<file path="src/rtl/search_clock_pkg.sv">
// Shared types and constants for the search clock and its millisecond prescaler.
package search_clock_pkg;

    // Millisecond quantity, unsigned 32-bit.
    typedef logic [31:0] ms_t;

    // Top-level control states.
    typedef enum logic [1:0] {
        IDLE = 2'd0,
        CALC = 2'd1,
        RUN  = 2'd2
    } state_t;

    localparam int unsigned MS_PER_S = 1000;

endpackage

</file>
<file path="src/rtl/search_clock_ms_tick_gen.sv">
// Millisecond prescaler: emits a one-cycle tick every CLOCK_FREQ/MS_PER_S
// enabled cycles. clear_in reloads the count so the next tick is a full
// millisecond away.
module ms_tick_gen
    import search_clock_pkg::*;
#(
    parameter int unsigned CLOCK_FREQ = 50_000_000
) (
    input  logic clk_in,
    input  logic rst_in,
    input  logic clear_in,
    input  logic enable_in,
    output logic tick_out
);

    localparam logic [31:0] RELOAD = 32'(CLOCK_FREQ / MS_PER_S - 1);

    logic [31:0] cnt_q;
    logic [31:0] cnt_d;

    // Next count: reload on clear, otherwise count down and wrap while enabled.
    always_comb begin
        cnt_d = cnt_q;
        if (clear_in) begin
            cnt_d = RELOAD;
        end else if (enable_in) begin
            cnt_d = (cnt_q == '0) ? RELOAD : cnt_q - 32'd1;
        end
    end

    // Prescaler register.
    always_ff @(posedge clk_in or posedge rst_in) begin
        if (rst_in) cnt_q <= '0;
        else        cnt_q <= cnt_d;
    end

    assign tick_out = enable_in && !clear_in && (cnt_q == '0);

endmodule

</file>
<file path="src/rtl/search_clock.sv">
// Per-move search time manager. On go it latches the clock and increment,
// spends one cycle computing a budget, then counts it down in milliseconds
// and pulses expired_out when it runs out. Elapsed time is exported too.
// Optional macro SEARCH_CLOCK_OVERHEAD_EN subtracts MOVE_OVERHEAD_MS from
// the budget to cover UART and bestmove latency.
module search_clock
    import search_clock_pkg::*;
#(
    parameter int unsigned CLOCK_FREQ       = 50_000_000,
    parameter int unsigned TIME_SHIFT       = 5,
    parameter int unsigned CAP_SHIFT        = 3,
    parameter int unsigned MIN_BUDGET_MS    = 1,
    parameter int unsigned MOVE_OVERHEAD_MS = 20
) (
    input  logic        clk_in,
    input  logic        rst_in,
    input  logic        go_in,
    input  logic [31:0] time_ms_in,
    input  logic [31:0] inc_ms_in,
    input  logic        stop_in,
    output logic        active_out,
    output logic [31:0] budget_ms_out,
    output logic [31:0] remaining_ms_out,
    output logic [31:0] elapsed_ms_out,
    output logic        expired_out
);

`ifdef SEARCH_CLOCK_OVERHEAD_EN
    localparam int unsigned OVERHEAD_EN = 1;
`else
    localparam int unsigned OVERHEAD_EN = 0;
`endif

    // With the overhead disabled the subtraction is by zero, which leaves
    // every budget unchanged (b is already >= MIN when time is non-zero).
    localparam ms_t OVERHEAD_MS = ms_t'(MOVE_OVERHEAD_MS * OVERHEAD_EN);
    localparam ms_t MIN_MS      = ms_t'(MIN_BUDGET_MS);

    state_t state_q, state_d;
    ms_t    time_q, time_d;
    ms_t    inc_q, inc_d;
    ms_t    budget_q, budget_d;
    ms_t    rem_q, rem_d;
    ms_t    el_q, el_d;
    logic   exp_q, exp_d;

    logic        tick;
    ms_t         base;
    ms_t         sum_sat;
    ms_t         cap;
    ms_t         b;
    logic [32:0] sum_wide;

    ms_tick_gen #(
        .CLOCK_FREQ(CLOCK_FREQ)
    ) u_tick (
        .clk_in   (clk_in),
        .rst_in   (rst_in),
        .clear_in (state_q == CALC),
        .enable_in(state_q == RUN),
        .tick_out (tick)
    );

    // Budget arithmetic from the latched clock and increment.
    always_comb begin
        base     = time_q >> TIME_SHIFT;
        sum_wide = {1'b0, base} + {1'b0, inc_q};
        sum_sat  = sum_wide[32] ? '1 : sum_wide[31:0];
        cap      = time_q >> CAP_SHIFT;
        b        = (sum_sat < cap) ? sum_sat : cap;
        if (time_q == '0)     b = '0;
        else if (b < MIN_MS)  b = MIN_MS;
        if (b > OVERHEAD_MS)  b = b - OVERHEAD_MS;
        else                  b = (time_q != '0) ? MIN_MS : '0;
    end

    // Next-state and datapath: go beats stop; a tick in RUN always lands.
    always_comb begin
        state_d  = state_q;
        time_d   = time_q;
        inc_d    = inc_q;
        budget_d = budget_q;
        rem_d    = rem_q;
        el_d     = el_q;
        exp_d    = 1'b0;

        if (state_q == RUN && tick) begin
            if (rem_q != '0) rem_d = rem_q - 32'd1;
            if (el_q != '1)  el_d  = el_q + 32'd1;
        end

        case (state_q)
            IDLE: begin
                if (go_in) begin
                    time_d  = time_ms_in;
                    inc_d   = inc_ms_in;
                    state_d = CALC;
                end
            end
            CALC: begin
                if (go_in) begin
                    time_d = time_ms_in;
                    inc_d  = inc_ms_in;
                end else if (stop_in) begin
                    state_d = IDLE;
                end else begin
                    budget_d = b;
                    rem_d    = b;
                    el_d     = '0;
                    if (b == '0) begin
                        exp_d   = 1'b1;
                        state_d = IDLE;
                    end else begin
                        state_d = RUN;
                    end
                end
            end
            RUN: begin
                if (go_in) begin
                    time_d  = time_ms_in;
                    inc_d   = inc_ms_in;
                    state_d = CALC;
                end else if (stop_in) begin
                    state_d = IDLE;
                end else if (tick && rem_q == 32'd1) begin
                    exp_d   = 1'b1;
                    state_d = IDLE;
                end
            end
            default: state_d = IDLE;
        endcase
    end

    // State and datapath registers.
    always_ff @(posedge clk_in or posedge rst_in) begin
        if (rst_in) begin
            state_q  <= IDLE;
            time_q   <= '0;
            inc_q    <= '0;
            budget_q <= '0;
            rem_q    <= '0;
            el_q     <= '0;
            exp_q    <= 1'b0;
        end else begin
            state_q  <= state_d;
            time_q   <= time_d;
            inc_q    <= inc_d;
            budget_q <= budget_d;
            rem_q    <= rem_d;
            el_q     <= el_d;
            exp_q    <= exp_d;
        end
    end

    assign active_out       = (state_q == RUN);
    assign budget_ms_out    = budget_q;
    assign remaining_ms_out = rem_q;
    assign elapsed_ms_out   = el_q;
    assign expired_out      = exp_q;

endmodule

</file>
<file path="config.mk">
export PLATFORM = sky130hd
export DESIGN_NAME = search_clock
export DESIGN_NICKNAME = d
export VERILOG_FILES = /design/src/rtl/search_clock_pkg.sv /design/src/rtl/search_clock_ms_tick_gen.sv /design/src/rtl/search_clock.sv
export SDC_FILE = /design/constraint.sdc
export NUM_CORES = 1
export LEC_CHECK = 0
export ABC_AREA = 1
export BUFFER_PORTS_ARGS = -buffer_cell sky130_fd_sc_hd__buf_2
export CAP_MARGIN = 20
export CORE_AREA = 8 8 223 118
export CTS_BUF_LIST = sky130_fd_sc_hd__clkbuf_8
export CTS_CLUSTER_DIAMETER = 120
export CTS_CLUSTER_SIZE = 25
export DETAILED_ROUTE_END_ITERATION = 10
export DIE_AREA = 0 0 231 126
export PLACE_DENSITY = 0.79
export SLEW_MARGIN = 20
export SYNTH_ARGS = -nofsm -noshare
export SYNTH_HDL_FRONTEND = slang
export SYNTH_SLANG_ARGS = --single-unit
</file>
<file path="constraint.sdc">
create_clock -name clk_in -period 5.8 [get_ports clk_in]
set_clock_uncertainty 0.05 [all_clocks]
set_input_delay 0.29 -clock clk_in [delete_from_list [all_inputs] [get_ports clk_in]]
set_output_delay 0.29 -clock clk_in [all_outputs]
set_load 0.01 [all_outputs]
</file>
; ---- After elaboration in Yosys (flattened, before gate mapping)
; Index checks and enable logic that the tools add are counted.
[totals]
regBits = 195
output_inout_bits = 98
[classes]
add_sub_neg = 4
n_lt_le_gt_ge = 3
eq_ne = 7
mux = 34
bitwise_logic = 2
reduce_logical = 16
[ops]
columns = cell, count
row1 = 32-bit two-way mux, 18
row2 = 32-bit logical NOT, 3
row3 = 32-bit nonzero test, 2
row4 = 32-bit by 1-bit subtractor with 32-bit output (second input constant), 2
row5 = 27-bit by 32-bit adder with 33-bit output, 1
row6 = 32-bit by 1-bit adder with 32-bit output (second input constant), 1
row7 = 32-bit by 1-bit equality test with 1-bit output (second input constant), 1
row8 = 32-bit by 1-bit greater-than comparator with 1-bit output (second input constant), 1
row9 = 32-bit by 1-bit < comparator with 1-bit output (second input constant), 1
row10 = 32-bit by 29-bit < comparator with 1-bit output, 1
row11 = 32-bit inequality test (second input constant), 1
row12 = 2-bit two-way mux, 7
row13 = 1-bit two-way mux, 7
row14 = 2-bit one-hot mux with 3 select lines, 1
row15 = 3-bit AND reduction, 2
row16 = 1-bit logical AND, 4
row17 = 2-bit inequality test (second input constant), 2
row18 = 4-bit inequality test (second input constant), 1
row19 = 3-bit OR reduction, 1
row20 = 2-bit by 1-bit equality test with 1-bit output (second input constant), 1
row21 = 2-bit equality test (second input constant), 1
row22 = 2-bit logical NOT, 1
row23 = 1-bit inverter, 2
row24 = 1-bit one-hot mux with 2 select lines, 1
row25 = 3 further kinds, 3

; ---- Longest topological paths before layout
[logic_depth]
depth_word = 14
depth_mapped = 37

; ---- Hierarchy
; A second synthesis with hierarchy kept.
[hier_totals]
hier_cells = 1711
hier_area_um2 = 12673.4
[modules_own_cells]
columns = mod, n_inst, cells_each, area_each_um2, seq_area_each_um2
row1 = search_clock, 1, 1439, 10627.7, 4078.9
row2 = ms_tick_gen, 1, 272, 2045.7, 800.8

; ---- Worst setup path after synthesis
; No wires, ideal clock.
[synth_timing]
path_type = register -> register
startpoint = reg time_q[5]
endpoint = reg rem_q[0] (netlist: remaining_ms_out[0])
setup_ns = 0.066
arrival_time_ns = 4.040
required_ns = 5.684
setup_slack_ns = 1.644
stages_incl_launch_ff = 35
path_buffers = 3
path_cell_list = dfrtp_1 -> ha_1 -> fa_1 -> nand2_1 -> nand2_1 -> nand3_1 -> nand2_1 -> nand2_1 -> nand2_2 -> nand2_1 -> and2_1 -> buf_6 -> clkbuf_1 -> nand2_1 -> nor2_1 -> inv_1 -> ha_1 -> nand2_1 -> inv_1 -> nand3_1 -> a31oi_1 -> a2111oi_0 -> nand2_1 -> nand2_2 -> buf_2 -> nand3_1 -> nand2_1 -> nand2_1 -> nor2_1 -> nand2_1 -> nor2_1 -> nand2_1 -> nand2_1 -> nand3_1 -> nand2_1
[synth_between]
elab_chain_cells = 12
elab_cells_between_ends = 15
[synth_rtl]
columns = element, line_no
row1 = start: declaration, search_clock.sv:40  ; ms_t time_q, time_d;
row2 = start signal: assignment, search_clock.sv:146  ; time_q <= time_d;
row3 = 27-bit by 32-bit adder with 33-bit output, search_clock.sv:67  ; sum_wide = {1'b0, base} + {1'b0, inc_q};
row4 = 32-bit two-way mux, search_clock.sv:68  ; sum_sat = sum_wide[32] ? '1 : sum_wide[31:0];
row5 = 32-bit by 29-bit < comparator with 1-bit output, search_clock.sv:70  ; b = (sum_sat < cap) ? sum_sat : cap;
row6 = 32-bit two-way mux, search_clock.sv:70
row7 = 32-bit by 1-bit < comparator with 1-bit output, search_clock.sv:72  ; else if (b < MIN_MS) b = MIN_MS;
row8 = 32-bit two-way mux, search_clock.sv:72
row9 = 32-bit two-way mux, search_clock.sv:71  ; if (time_q == '0) b = '0;
row10 = 32-bit by 1-bit greater-than comparator with 1-bit output, search_clock.sv:73  ; if (b > OVERHEAD_MS) b = b - OVERHEAD_MS;
row11 = 32-bit two-way mux (*), search_clock.sv:73
row12 = 32-bit two-way mux (*), search_clock.sv:104  ; end else if (stop_in) begin
row13 = 32-bit two-way mux (*), search_clock.sv:101  ; if (go_in) begin
row14 = 32-bit two-way mux (*), search_clock.sv:92  ; case (state_q)
row15 = net rem_d[0], search_clock.sv:43  ; ms_t rem_q, rem_d;
row16 = end signal: assignment, search_clock.sv:149  ; rem_q <= rem_d;
row17 = end: declaration, search_clock.sv:43
; The timed path passes the listed nets; every way through them passes the cells marked *.
; A chain may end at the register's enable or synchronous reset.

; ---- Worst setup path after layout
; Same ends and word-level chain as after synthesis.

==> metrics.txt <==
status completed; Mapped Cells 1,672; Hold Path Class primary input to flop; DPL Wire Length 29.55 mm; Leakage Power 7.474 nW; placed cell areas 13,610 um^2; hold slack 35.24 ps; CP max FO 32; Max-Cap Viols 0; Overall Global Routing Usage 26.03%; slowest CP cell dfrtp_1; fill count 2,066; CTS tree built; Vias 12,010; Tot Pwr 6.012 mW; commonest non-fill, non-tap cell in the layout nand2_1; layout cells sized above 1 15.49%; PD cells 410.4 nW/um^2; antenna violations before repair 0; Netlist cell types 55; critical path type flop to flop; final slew viol count 0; Setup TNS 0 ps; DIE WIDTH 231 um; # DRC 0; Hold Violations, Final 0; async set-reset flop share out of synthesis 100.0%; wire per inst 17.21 um; Longest Clk Path Bufs 2; first-pass GRT wire length 60.78 mm; vias per cell 5.411; Initial Util 53.55%; Worst Max-Slew Pin Slew 802.5 ps; CTS H-tree lvls 4; sequential element share of the synthesized area 39.07%; multi-input logic area 6631 um^2; final instance area 14,650 um^2; Post-synth EDFFs 0; sequential cell area 4880 um^2; net count after synthesis 1,807; chip height 126 um; Detailed Route Iter0 Violations 1,438; clk root buf clkbuf_8; length of the first detailed-routing pass in iterations 5; relative slew slack 46.00%; Avg Inst Size Synth 7.469 um^2; CP required 6190 ps; fmax 0.1942 GHz; Final setup viols 0; synthesis-to-layout area growth 17.28%; RSZ-0062 raised after global routing false; largest net degree at the start of global routing 90; cell with the most instances on the worst path nand2_1; arrival time at the worst endpoint 5540 ps; PortBufs 165; gpl congestion 1.015; fin crit period 5149 ps; ant diodes 0; Yosys warning total 0; crit end category flop; Yosys reg bits 195; clock sink total 195; Synth Cell Area 12,490 um^2; fin crit share 88.78%; total die area 29,110 um^2; core area 23,320 um^2; GR Overflow Total 0; WL final 38.22 mm; Synth Flop Type dfrtp_1; commonest cells after routing, fill and taps aside 329 x nand2_1, 281 x nor2_1, 199 x inv_1; clk slew on worst S/H paths 100 ps; max incr delay on CP 430 ps; fin nets 2,027; vias in the first global route 11,350; cts bufs inserted 17; clk_lat worst skew 510 ps; CP Launch Type flop; site row count 40; final antenna-violating net count 0; Max IR drop VDD 0.0002377 V; I/O pins 166
[per-stage QoR]
stage	utilization [%]	instances	setup slack (ps)
6_report	62.80	2220	650.6
5_1_grt	62.80	2220	96.13
2_1_floorplan	-	1672	147.8
4_1_cts	62.71	2218	616.8
3_5_place_dp	58.35	2122	669.5
3_3_place_gp	58.35	2122	889.1
[flip-flops by register name (all words and copies together), names as in the netlist]
register          flops
budget_ms_out        32
remaining_ms_out     32
time_q               32
u_tick.cnt_q         32
state_q               2
expired_out           1
elapsed_ms_out       32
inc_q                32
[where the power goes]
group	leakage, nW	switching, mW	internal [mW]	total (mW)
registers	2.39	0.373	1.69	2.06
clock network	0.188	0.542	0.333	0.875
logic	4.89	1.97	1.10	3.08
[logic make-up after synthesis]
group,after synthesis,share of synthesized area (%)
AOI/OAI and AO/OA,213,9.328
adders and majority gates,67,6.773
xor gates and xnor gates,62,4.348
buffers and inverters,252,7.915
DFF,195,39.07
muxes,30,2.705
and+or+nand+nor,853,29.86
[synthesized netlist by cell type (2+ instances only)]
cell | n | area (um^2)
nand3b_1 | 5 | 37.54
o21a_1 | 2 | 15.01
buf_4 | 2 | 15.01
o21bai_1 | 3 | 22.52
clkinv_1 | 3 | 11.26
o21ai_1 | 2 | 10.01
o211ai_1 | 3 | 22.52
nand3_1 | 96 | 480.5
o21ai_0 | 66 | 330.3
o31ai_1 | 2 | 15.01
nand2_1 | 329 | 1235
clkbuf_1 | 28 | 105.1
a32oi_1 | 2 | 17.52
and3_1 | 3 | 18.77
buf_6 | 4 | 45.04
a21oi_1 | 109 | 545.5
nor4_1 | 19 | 118.9
nand4_1 | 35 | 219.0
nor4_4 | 2 | 42.54
nand2_2 | 10 | 62.56
inv_1 | 201 | 754.5
nor2_4 | 4 | 45.04
buf_2 | 4 | 20.02
nor3_1 | 36 | 180.2
a31oi_1 | 5 | 31.28
ha_1 | 66 | 825.8
or2_2 | 8 | 50.05
buf_1 | 2 | 7.510
dfrtp_1 | 195 | 4880
nor3_2 | 2 | 20.02
a21o_1 | 8 | 60.06
nor2_2 | 12 | 75.07
a22oi_1 | 3 | 22.52
a21boi_0 | 2 | 15.01
xnor2_1 | 26 | 227.7
and2_1 | 2 | 12.51
mux2_2 | 30 | 337.8
nor2_1 | 282 | 1059
xor2_1 | 36 | 315.3
inv_2 | 8 | 30.03
[final timing paths]
| check | startpoint | to | slack, ps | cells after the start |
|---|---|---|---|---|
| max in group asynchronous | rst_in | inc_q[25] | 4160 | 4 |
| worst min-delay path | time_ms_in[25] | time_q[25] | 40 | 3 |
| worst max register to register | time_q[5] | remaining_ms_out[0] | 650 | 31 |
| worst min register to register | budget_ms_out[1] | budget_ms_out[1] | 430 | 2 |
| worst max-delay path | time_q[5] | remaining_ms_out[0] | 650 | 31 |
| min in group asynchronous | rst_in | u_tick.cnt_q[11] | 340 | 3 |
[layout make-up]
type	instances	share of cell area, %
multi-input combinational	1225	45.28
sequential	195	33.32
timing repair buffer	241	10.63
inverter	212	5.510
tap	315	2.691
clock buffer	19	1.785
clock inverter	13	0.7945
[critical path, delay by kind of cell (launching register included)]
kind,cells,cell delay (ps)
AOI/OAI and AO/OA,2,600
and+or+nand+nor,24,2930
buffers and inverters,2,120
DFF,1,430
adders and majority gates,3,930
[layer usage]
| layer | vias up | share of wire, % | global-route usage [%] |
|---|---|---|---|
| met5 | - | 0 | 0 |
| met4 | 0 | 1.9 | 7.085 |
| met3 | 53 | 10 | 7.216 |
| met2 | 522 | 40 | 35.78 |
| met1 | 5565 | 48 | 39.17 |
| li1 | 5872 | - | - |
[what timing repair did]
item / in CTS / in global routing
hold buffers: 64 / 0
buffers inserted: 0 / 2
endpoints found under the hold margin: 150 / 0
resized for setup: 0 / 2
endpoints found under the setup margin: 0 / 2
No activity file was read; power rests on OpenSTA's default activity.
